**config.mk**
```make
export PLATFORM = sky130hd
export DESIGN_NAME = alu_sequencer_flat
export DESIGN_NICKNAME = d
export VERILOG_FILES = /design/src/rtl/alu_seq_pkg.sv /design/src/rtl/alu_sequencer_if.sv /design/src/rtl/alu_seq_ref.sv /design/src/rtl/alu_sequencer.sv /design/src/flat_wrapper.sv
export SDC_FILE = /design/constraint.sdc
export NUM_CORES = 1
export LEC_CHECK = 0
export CAP_MARGIN = 0
export CORE_ASPECT_RATIO = 0.75
export CORE_MARGIN = 4
export CORE_UTILIZATION = 55
export DETAILED_ROUTE_END_ITERATION = 8
export DONT_BUFFER_PORTS = 1
export GPL_TIMING_DRIVEN = 0
export PLACE_DENSITY = 0.73
export SYNTH_ARGS = -nofsm -noshare
export SYNTH_HDL_FRONTEND = slang
export SYNTH_SLANG_ARGS = --single-unit
export TNS_END_PERCENT = 100
```
**constraint.sdc**
```tcl
create_clock -name clk -period 3 [get_ports clk]
set_input_delay 0 -clock clk [delete_from_list [all_inputs] [get_ports clk]]
set_output_delay 0 -clock clk [all_outputs]
set_load 0.05 [all_outputs]
```
**src/rtl/alu_seq_pkg.sv**
```systemverilog
// alu_seq_pkg: shared command encoding and FSM state type for the ALU sequencer.
package alu_seq_pkg;

    // ALU command encoding, identical to the gate-level ALU's command input
    localparam logic [2:0] CMD_ADD  = 3'd0;
    localparam logic [2:0] CMD_SUB  = 3'd1;
    localparam logic [2:0] CMD_XOR  = 3'd2;
    localparam logic [2:0] CMD_SLT  = 3'd3;
    localparam logic [2:0] CMD_AND  = 3'd4;
    localparam logic [2:0] CMD_NAND = 3'd5;
    localparam logic [2:0] CMD_OR   = 3'd6;
    localparam logic [2:0] CMD_NOR  = 3'd7;

    typedef enum logic [1:0] {
        IDLE  = 2'd0,
        DRIVE = 2'd1,
        RESP  = 2'd2
    } seq_state_e;

endpackage

```
**src/rtl/alu_sequencer_if.sv**
```systemverilog
// alu_sequencer_if: request channel, ALU drive/return wires and response channel
// of the ALU sequencer. The slave modport is the sequencer itself; the master
// modport is its environment (requester, consumer and the ALU).
interface alu_sequencer_if;

    logic        req_valid;
    logic        req_ready;
    logic [2:0]  req_cmd;
    logic [31:0] req_a;
    logic [31:0] req_b;

    logic [2:0]  alu_command;
    logic [31:0] alu_a;
    logic [31:0] alu_b;
    logic [31:0] alu_out;
    logic        alu_carryout;
    logic        alu_overflow;
    logic        alu_zero;

    logic        rsp_valid;
    logic        rsp_ready;
    logic [31:0] rsp_result;
    logic        rsp_carryout;
    logic        rsp_overflow;
    logic        rsp_zero;
    logic        rsp_error;

    modport slave (
        input  req_valid, req_cmd, req_a, req_b,
        input  alu_out, alu_carryout, alu_overflow, alu_zero,
        input  rsp_ready,
        output req_ready,
        output alu_command, alu_a, alu_b,
        output rsp_valid, rsp_result, rsp_carryout, rsp_overflow, rsp_zero, rsp_error
    );

    modport master (
        output req_valid, req_cmd, req_a, req_b,
        output alu_out, alu_carryout, alu_overflow, alu_zero,
        output rsp_ready,
        input  req_ready,
        input  alu_command, alu_a, alu_b,
        input  rsp_valid, rsp_result, rsp_carryout, rsp_overflow, rsp_zero, rsp_error
    );

endinterface

```
**src/rtl/alu_seq_ref.sv**
```systemverilog
// alu_seq_ref: combinational golden model of the ALU. Flags a mismatch between
// what the ALU returned and what the registered command/operands should give.
module alu_seq_ref
    import alu_seq_pkg::*;
(
    input  logic [2:0]  cmd,
    input  logic [31:0] a,
    input  logic [31:0] b,
    input  logic [31:0] alu_out,
    input  logic        alu_carryout,
    input  logic        alu_overflow,
    input  logic        alu_zero,
    output logic        mismatch
);

    logic [31:0] exp_result;
    logic        exp_carry;
    logic        exp_overflow;
    logic        is_arith;
    logic [32:0] sum_ext;
    logic [32:0] diff_ext;

    // Expected result and flags; subtraction is a + ~b + 1 so carry means "no borrow"
    always_comb begin
        exp_result   = 32'd0;
        exp_carry    = 1'b0;
        exp_overflow = 1'b0;
        is_arith     = 1'b0;
        sum_ext      = {1'b0, a} + {1'b0, b};
        diff_ext     = {1'b0, a} + {1'b0, ~b} + 33'd1;
        case (cmd)
            CMD_ADD: begin
                is_arith     = 1'b1;
                exp_result   = sum_ext[31:0];
                exp_carry    = sum_ext[32];
                exp_overflow = (a[31] == b[31]) && (sum_ext[31] != a[31]);
            end
            CMD_SUB: begin
                is_arith     = 1'b1;
                exp_result   = diff_ext[31:0];
                exp_carry    = diff_ext[32];
                exp_overflow = (a[31] != b[31]) && (diff_ext[31] != a[31]);
            end
            CMD_XOR:  exp_result = a ^ b;
            CMD_SLT:  exp_result = ($signed(a) < $signed(b)) ? 32'd1 : 32'd0;
            CMD_AND:  exp_result = a & b;
            CMD_NAND: exp_result = ~(a & b);
            CMD_OR:   exp_result = a | b;
            default:  exp_result = ~(a | b);
        endcase
        mismatch = (alu_out != exp_result)
                 | (alu_zero != (exp_result == 32'd0))
                 | (is_arith & ((alu_carryout != exp_carry) | (alu_overflow != exp_overflow)));
    end

endmodule

```
**src/rtl/alu_sequencer.sv**
```systemverilog
// alu_sequencer: accepts an ALU request, holds the ALU inputs for SETTLE_CYCLES
// cycles so the ripple-delay ALU can resolve, then captures and returns its
// result and flags. Define ALU_SEQUENCER_CHECK_EN to build in the golden-model
// checker that drives rsp_error; otherwise rsp_error is always 0.
module alu_sequencer
    import alu_seq_pkg::*;
#(
    parameter int SETTLE_CYCLES = 4
) (
    input  logic           clk,
    input  logic           reset,
    alu_sequencer_if.slave bus
);

    localparam int              CNT_W    = $clog2(SETTLE_CYCLES + 1);
    localparam logic [CNT_W-1:0] CNT_LOAD = CNT_W'(SETTLE_CYCLES - 1);
    localparam logic [CNT_W-1:0] CNT_ONE  = CNT_W'(1);

    generate
        if (SETTLE_CYCLES < 1) begin : g_bad_settle
            $error("alu_sequencer: SETTLE_CYCLES must be at least 1");
        end
    endgenerate

    seq_state_e       state_q, state_d;
    logic [CNT_W-1:0] cnt_q, cnt_d;
    logic [2:0]       cmd_q, cmd_d;
    logic [31:0]      a_q, a_d;
    logic [31:0]      b_q, b_d;
    logic [31:0]      result_q, result_d;
    logic             carry_q, carry_d;
    logic             ovf_q, ovf_d;
    logic             zero_q, zero_d;
    logic             error_q, error_d;
    logic             check_mismatch;

`ifdef ALU_SEQUENCER_CHECK_EN
    alu_seq_ref u_ref (
        .cmd          (cmd_q),
        .a            (a_q),
        .b            (b_q),
        .alu_out      (bus.alu_out),
        .alu_carryout (bus.alu_carryout),
        .alu_overflow (bus.alu_overflow),
        .alu_zero     (bus.alu_zero),
        .mismatch     (check_mismatch)
    );
`else
    assign check_mismatch = 1'b0;
`endif

    assign bus.req_ready    = (state_q == IDLE);
    assign bus.rsp_valid    = (state_q == RESP);
    assign bus.alu_command  = cmd_q;
    assign bus.alu_a        = a_q;
    assign bus.alu_b        = b_q;
    assign bus.rsp_result   = result_q;
    assign bus.rsp_carryout = carry_q;
    assign bus.rsp_overflow = ovf_q;
    assign bus.rsp_zero     = zero_q;
    assign bus.rsp_error    = error_q;

    // Next-state logic: load operands on acceptance, count down the settle window, capture, then wait for the consumer
    always_comb begin
        state_d  = state_q;
        cnt_d    = cnt_q;
        cmd_d    = cmd_q;
        a_d      = a_q;
        b_d      = b_q;
        result_d = result_q;
        carry_d  = carry_q;
        ovf_d    = ovf_q;
        zero_d   = zero_q;
        error_d  = error_q;
        case (state_q)
            IDLE: begin
                if (bus.req_valid) begin
                    cmd_d   = bus.req_cmd;
                    a_d     = bus.req_a;
                    b_d     = bus.req_b;
                    cnt_d   = CNT_LOAD;
                    state_d = DRIVE;
                end
            end
            DRIVE: begin
                if (cnt_q != '0) begin
                    cnt_d = cnt_q - CNT_ONE;
                end else begin
                    result_d = bus.alu_out;
                    carry_d  = bus.alu_carryout;
                    ovf_d    = bus.alu_overflow;
                    zero_d   = bus.alu_zero;
                    error_d  = check_mismatch;
                    state_d  = RESP;
                end
            end
            RESP: begin
                if (bus.rsp_ready) begin
                    state_d = IDLE;
                end
            end
            default: state_d = IDLE;
        endcase
    end

    // State, counter and datapath registers; synchronous reset discards any in-flight operation
    always_ff @(posedge clk) begin
        if (reset) begin
            state_q  <= IDLE;
            cnt_q    <= '0;
            cmd_q    <= 3'd0;
            a_q      <= 32'd0;
            b_q      <= 32'd0;
            result_q <= 32'd0;
            carry_q  <= 1'b0;
            ovf_q    <= 1'b0;
            zero_q   <= 1'b0;
            error_q  <= 1'b0;
        end else begin
            state_q  <= state_d;
            cnt_q    <= cnt_d;
            cmd_q    <= cmd_d;
            a_q      <= a_d;
            b_q      <= b_d;
            result_q <= result_d;
            carry_q  <= carry_d;
            ovf_q    <= ovf_d;
            zero_q   <= zero_d;
            error_q  <= error_d;
        end
    end

endmodule

```
**src/flat_wrapper.sv**
```systemverilog
// flat-port wrapper written by rule: the top's interface ports become plain ports
module alu_sequencer_flat import alu_seq_pkg::*;
#(
    parameter int SETTLE_CYCLES = 4
)
  (clk, reset, bus_req_valid, bus_req_cmd, bus_req_a, bus_req_b, bus_alu_out, bus_alu_carryout, bus_alu_overflow, bus_alu_zero, bus_rsp_ready, bus_req_ready, bus_alu_command, bus_alu_a, bus_alu_b, bus_rsp_valid, bus_rsp_result, bus_rsp_carryout, bus_rsp_overflow, bus_rsp_zero, bus_rsp_error);
  alu_sequencer_if bus_i ();
  input  logic clk;
  input  logic reset;
  input wire logic [$bits(bus_i.req_valid)-1:0] bus_req_valid;
  input wire logic [$bits(bus_i.req_cmd)-1:0] bus_req_cmd;
  input wire logic [$bits(bus_i.req_a)-1:0] bus_req_a;
  input wire logic [$bits(bus_i.req_b)-1:0] bus_req_b;
  input wire logic [$bits(bus_i.alu_out)-1:0] bus_alu_out;
  input wire logic [$bits(bus_i.alu_carryout)-1:0] bus_alu_carryout;
  input wire logic [$bits(bus_i.alu_overflow)-1:0] bus_alu_overflow;
  input wire logic [$bits(bus_i.alu_zero)-1:0] bus_alu_zero;
  input wire logic [$bits(bus_i.rsp_ready)-1:0] bus_rsp_ready;
  output wire logic [$bits(bus_i.req_ready)-1:0] bus_req_ready;
  output wire logic [$bits(bus_i.alu_command)-1:0] bus_alu_command;
  output wire logic [$bits(bus_i.alu_a)-1:0] bus_alu_a;
  output wire logic [$bits(bus_i.alu_b)-1:0] bus_alu_b;
  output wire logic [$bits(bus_i.rsp_valid)-1:0] bus_rsp_valid;
  output wire logic [$bits(bus_i.rsp_result)-1:0] bus_rsp_result;
  output wire logic [$bits(bus_i.rsp_carryout)-1:0] bus_rsp_carryout;
  output wire logic [$bits(bus_i.rsp_overflow)-1:0] bus_rsp_overflow;
  output wire logic [$bits(bus_i.rsp_zero)-1:0] bus_rsp_zero;
  output wire logic [$bits(bus_i.rsp_error)-1:0] bus_rsp_error;
  assign bus_i.req_valid = bus_req_valid;
  assign bus_i.req_cmd = bus_req_cmd;
  assign bus_i.req_a = bus_req_a;
  assign bus_i.req_b = bus_req_b;
  assign bus_i.alu_out = bus_alu_out;
  assign bus_i.alu_carryout = bus_alu_carryout;
  assign bus_i.alu_overflow = bus_alu_overflow;
  assign bus_i.alu_zero = bus_alu_zero;
  assign bus_i.rsp_ready = bus_rsp_ready;
  assign bus_req_ready = bus_i.req_ready;
  assign bus_alu_command = bus_i.alu_command;
  assign bus_alu_a = bus_i.alu_a;
  assign bus_alu_b = bus_i.alu_b;
  assign bus_rsp_valid = bus_i.rsp_valid;
  assign bus_rsp_result = bus_i.rsp_result;
  assign bus_rsp_carryout = bus_i.rsp_carryout;
  assign bus_rsp_overflow = bus_i.rsp_overflow;
  assign bus_rsp_zero = bus_i.rsp_zero;
  assign bus_rsp_error = bus_i.rsp_error;
  alu_sequencer #(.SETTLE_CYCLES(SETTLE_CYCLES)) u_core (.clk(clk), .reset(reset), .bus(bus_i));
endmodule
```
==> results.yml <==
die:
  rows: 26
  io_pins: 211
  initial_core_util_pct: 56.3
  die_h_um: 80.3
  core_mm2: 0.00680
  dieArea_mm2: 0.00838
  dieWidth_um: 104
worst_setup_path:
  crit_path_top_delay_cell: "dfxtp_1"
  required_ps: 3280
  cp_slowest_stage_delay_ps: 390
  crit_buf_inv: 3
  worstPathArrival_ps: 2120
  endpoint_kind: "flip-flop"
  crit_path_start_kind: "flip-flop"
  path_cells: "inv_1 -> ha_1 -> nand4bb_1 -> buf_2 -> clkbuf_1 -> nand2_1 -> a21oi_1"
  path_class: "reg2reg"
  critical_path.top_delay_family: "buffers and inverters"
  path_max_fanout: 10
yosys:
  synth-xor-area-share_pct: 0
  synth_top_family_by_area: "simple AND/OR/NAND/NOR gates"
  yosysSeqAreaShare_pct: 55.9
  ys_types: 23
  syn_area_mm2: 0.00383
  synth_area_per_cell_um2: 7.98
  synth-edff-count: 0
  synth_seq_cells: 107
  ys_warn_count: 0
  syn_inst: 480
  yosys.area_share.simple_pct: 22.9
  synthAdderAreaFrac_pct: 0.653
  synth_flop_cell: "dfxtp_1"
  synth_nets: 588
  synthMuxAreaShare_pct: 0.261
  async_flop_share_pct: 0
  synth_compound_area_share_pct: 14.5
detailed_routing:
  drt_iter0_drc: 282
  firstDrtPassIters: 5
  vias_per_cell: 5.41
  wl_um: 11700
  antenna_left: 0
  post_drt_wl_per_cell_um: 17.1
  drc: 0
  route.vias.total: 3709
clock_network:
  ctsResizeCount: 0
  clock_latency_ps: 370
  cts_root_buf: "clkbuf_8"
  cts_buffers: 9
  cts_tree: "done"
  htreeDepth: 3
  cts_sinks: 107
  clk_pin_slew_ps: 110
  cts_buffer_depth: 2
finish:
  final_nets: 703
  fin_area_mm2: 0.00516
  drive_above_1_share_pct: 5.83
  areaGrowthSynthToFinish_pct: 34.8
sta:
  timing.fmax_ghz: 0.545
  slew_violations: 0
  setup_viol: 0
  tns_ps: 0
  clock_skew_ps: 10.8
  fin_crit_sh_pct: 61.2
  hold_viol: 0
  slew_headroom_pct: 27.4
  rsz0062_at_grt: "no"
  worst_slew_pin_slew_ps: 1090
  period_minus_slack_ps: 1840
global_routing:
  grt_pass1_vias: 3739
  gr-total-overflow: 0
  grt_pass1_wl_um: 18300
  antenna_found_initial: 0
  grt_usage_pct: 27.3
  grt_max_degree: 19
power:
  irDropWorstVdd_mv: 0.363
  leakage_nw: 1.95
  power_mw: 3.28
  power_density_mw_per_mm2: 636
placed_design:
  io_buffers: 0
  gp_congestion: 0.790
  dpl-instance-area_mm2: 0.00394
  hpwlAfterDp_um: 7250
outcome:
  outcome: "complete, no violations"
min_path:
  holdCritPathClass: "in2reg"
flow_run:
  maxCapViolations: 0
[routing by layer]
layer	routed length, um	vias to the layer above	GRT usage [%]	part of all wire (%)
met5	0	-	0	0
met4	340	0	9.43	2.9
met3	1220	40	12.0	10
met2	5810	205	48.4	49
met1	4370	1699	29.3	37
li1	-	1765	-	-
[state kept, by name (all words and copies together), names as in the netlist, 2 cells and up]
register / cells
u_core.bus.alu_a: 32
u_core.bus.alu_b: 32
u_core.bus.rsp_result: 32
u_core.bus.alu_command: 3
u_core.cnt_q: 3
u_core.state_q: 2
[synthesized netlist by cell type (3+ instances only)]
master | number | area, um2
buf_4 | 4 | 30.0
buf_2 | 7 | 35.0
clkbuf_1 | 22 | 82.6
a21oi_1 | 104 | 521
inv_1 | 3 | 11.3
nor2_1 | 3 | 11.3
dfxtp_1 | 107 | 2140
nand2_1 | 204 | 766
nand2b_1 | 4 | 25.0
buf_6 | 5 | 56.3
[worst paths after layout]
| check | startpoint | endpoint | slack (ps) | cells after the start |
|---|---|---|---|---|
| setup / recovery | u_core.cnt_q[0] | u_core.bus.rsp_result[23] | 1160 | 7 |
| hold / removal | bus_req_valid | u_core.bus.alu_command[1] | 170 | 4 |
| setup reg to reg | u_core.cnt_q[0] | u_core.bus.rsp_result[23] | 1160 | 7 |
| hold reg to reg | u_core.cnt_q[1] | u_core.cnt_q[1] | 510 | 2 |
[area by class of cell]
cell class                      instances  area (um2)
Antenna cell                            1        2.50
Fill cell                             476        1640
Buffer                                 38         204
Multi-Input combinational cell        332        1470
Timing Repair Buffer                  104        1040
Inverter                                3        11.3
Tap cell                               84         105
Sequential cell                       107        2140
Clock inverter                          6        45.0
Clock buffer                           10         138
[logic make-up (layout without fill, tap and decap cells)]
kind of cell	count (synthesis)	after routing
other	1	2
and+or+nand+nor	219	219
buffers and inverters	41	161
adders and majority gates	2	2
AOI/OAI and AO/OA	109	109
muxes	1	1
DFF	107	107
[worst reg2reg max path: cells and delay by family, from the launching register on]
| family | cells | cell delay (ps) |
|---|---|---|
| buffers and inverters | 3 | 680 |
| flip-flops | 1 | 390 |
| adder cells (fa/ha/maj) | 1 | 240 |
| AO/OA/AOI/OAI | 1 | 230 |
| AND/OR/NAND/NOR | 2 | 210 |
[layout by cell type (no fill, tap or decap)]
cell	instances
diode_2	1
clkinv_2	2
inv_6	4
nor2_1	3
ha_1	2
nor2b_1	2
clkbuf_1	22
a211oi_1	2
inv_1	3
buf_6	5
o21ba_2	1
and4b_1	1
nor3b_2	1
conb_1	1
nand2b_1	4
nor4b_1	1
nand2_1	204
dfxtp_1	107
clkbuf_8	10
o21ai_0	2
or3b_1	1
buf_4	4
buf_2	7
and4bb_2	1
mux2i_1	1
dlygate4sd3_1	104
a21oi_1	104
nand4bb_1	1
[where the power goes]
group | leakage [nW] | switching, mW | internal, mW
Sequential | 0.875 | 0.435 | 1.53
Clock | 0.0979 | 0.488 | 0.334
Combinational | 0.979 | 0.275 | 0.221
[timing repair]
item | 4_1_cts | 5_1_grt
hold buffers | 104 | 0
endpoints found under the hold margin | 105 | 0
setup buffers | 0 | 0
[per-stage QoR]
| step | cells | hold slack (ps) | worst slack, ps | util (%) |
|---|---|---|---|---|
| 2_1_floorplan | 480 | 136 | 1500 | - |
| 3_5_place_dp | 564 | 143 | 1260 | 57.9 |
| 4_1_cts | 684 | 164 | 1240 | 75.9 |
| 6_report | 685 | 167 | 1160 | 75.9 |
| 5_1_grt | 684 | 179 | 1020 | 75.9 |
| 3_3_place_gp | 564 | 137 | 1370 | 57.9 |
Note: power is estimated with default switching activity, not from simulation.
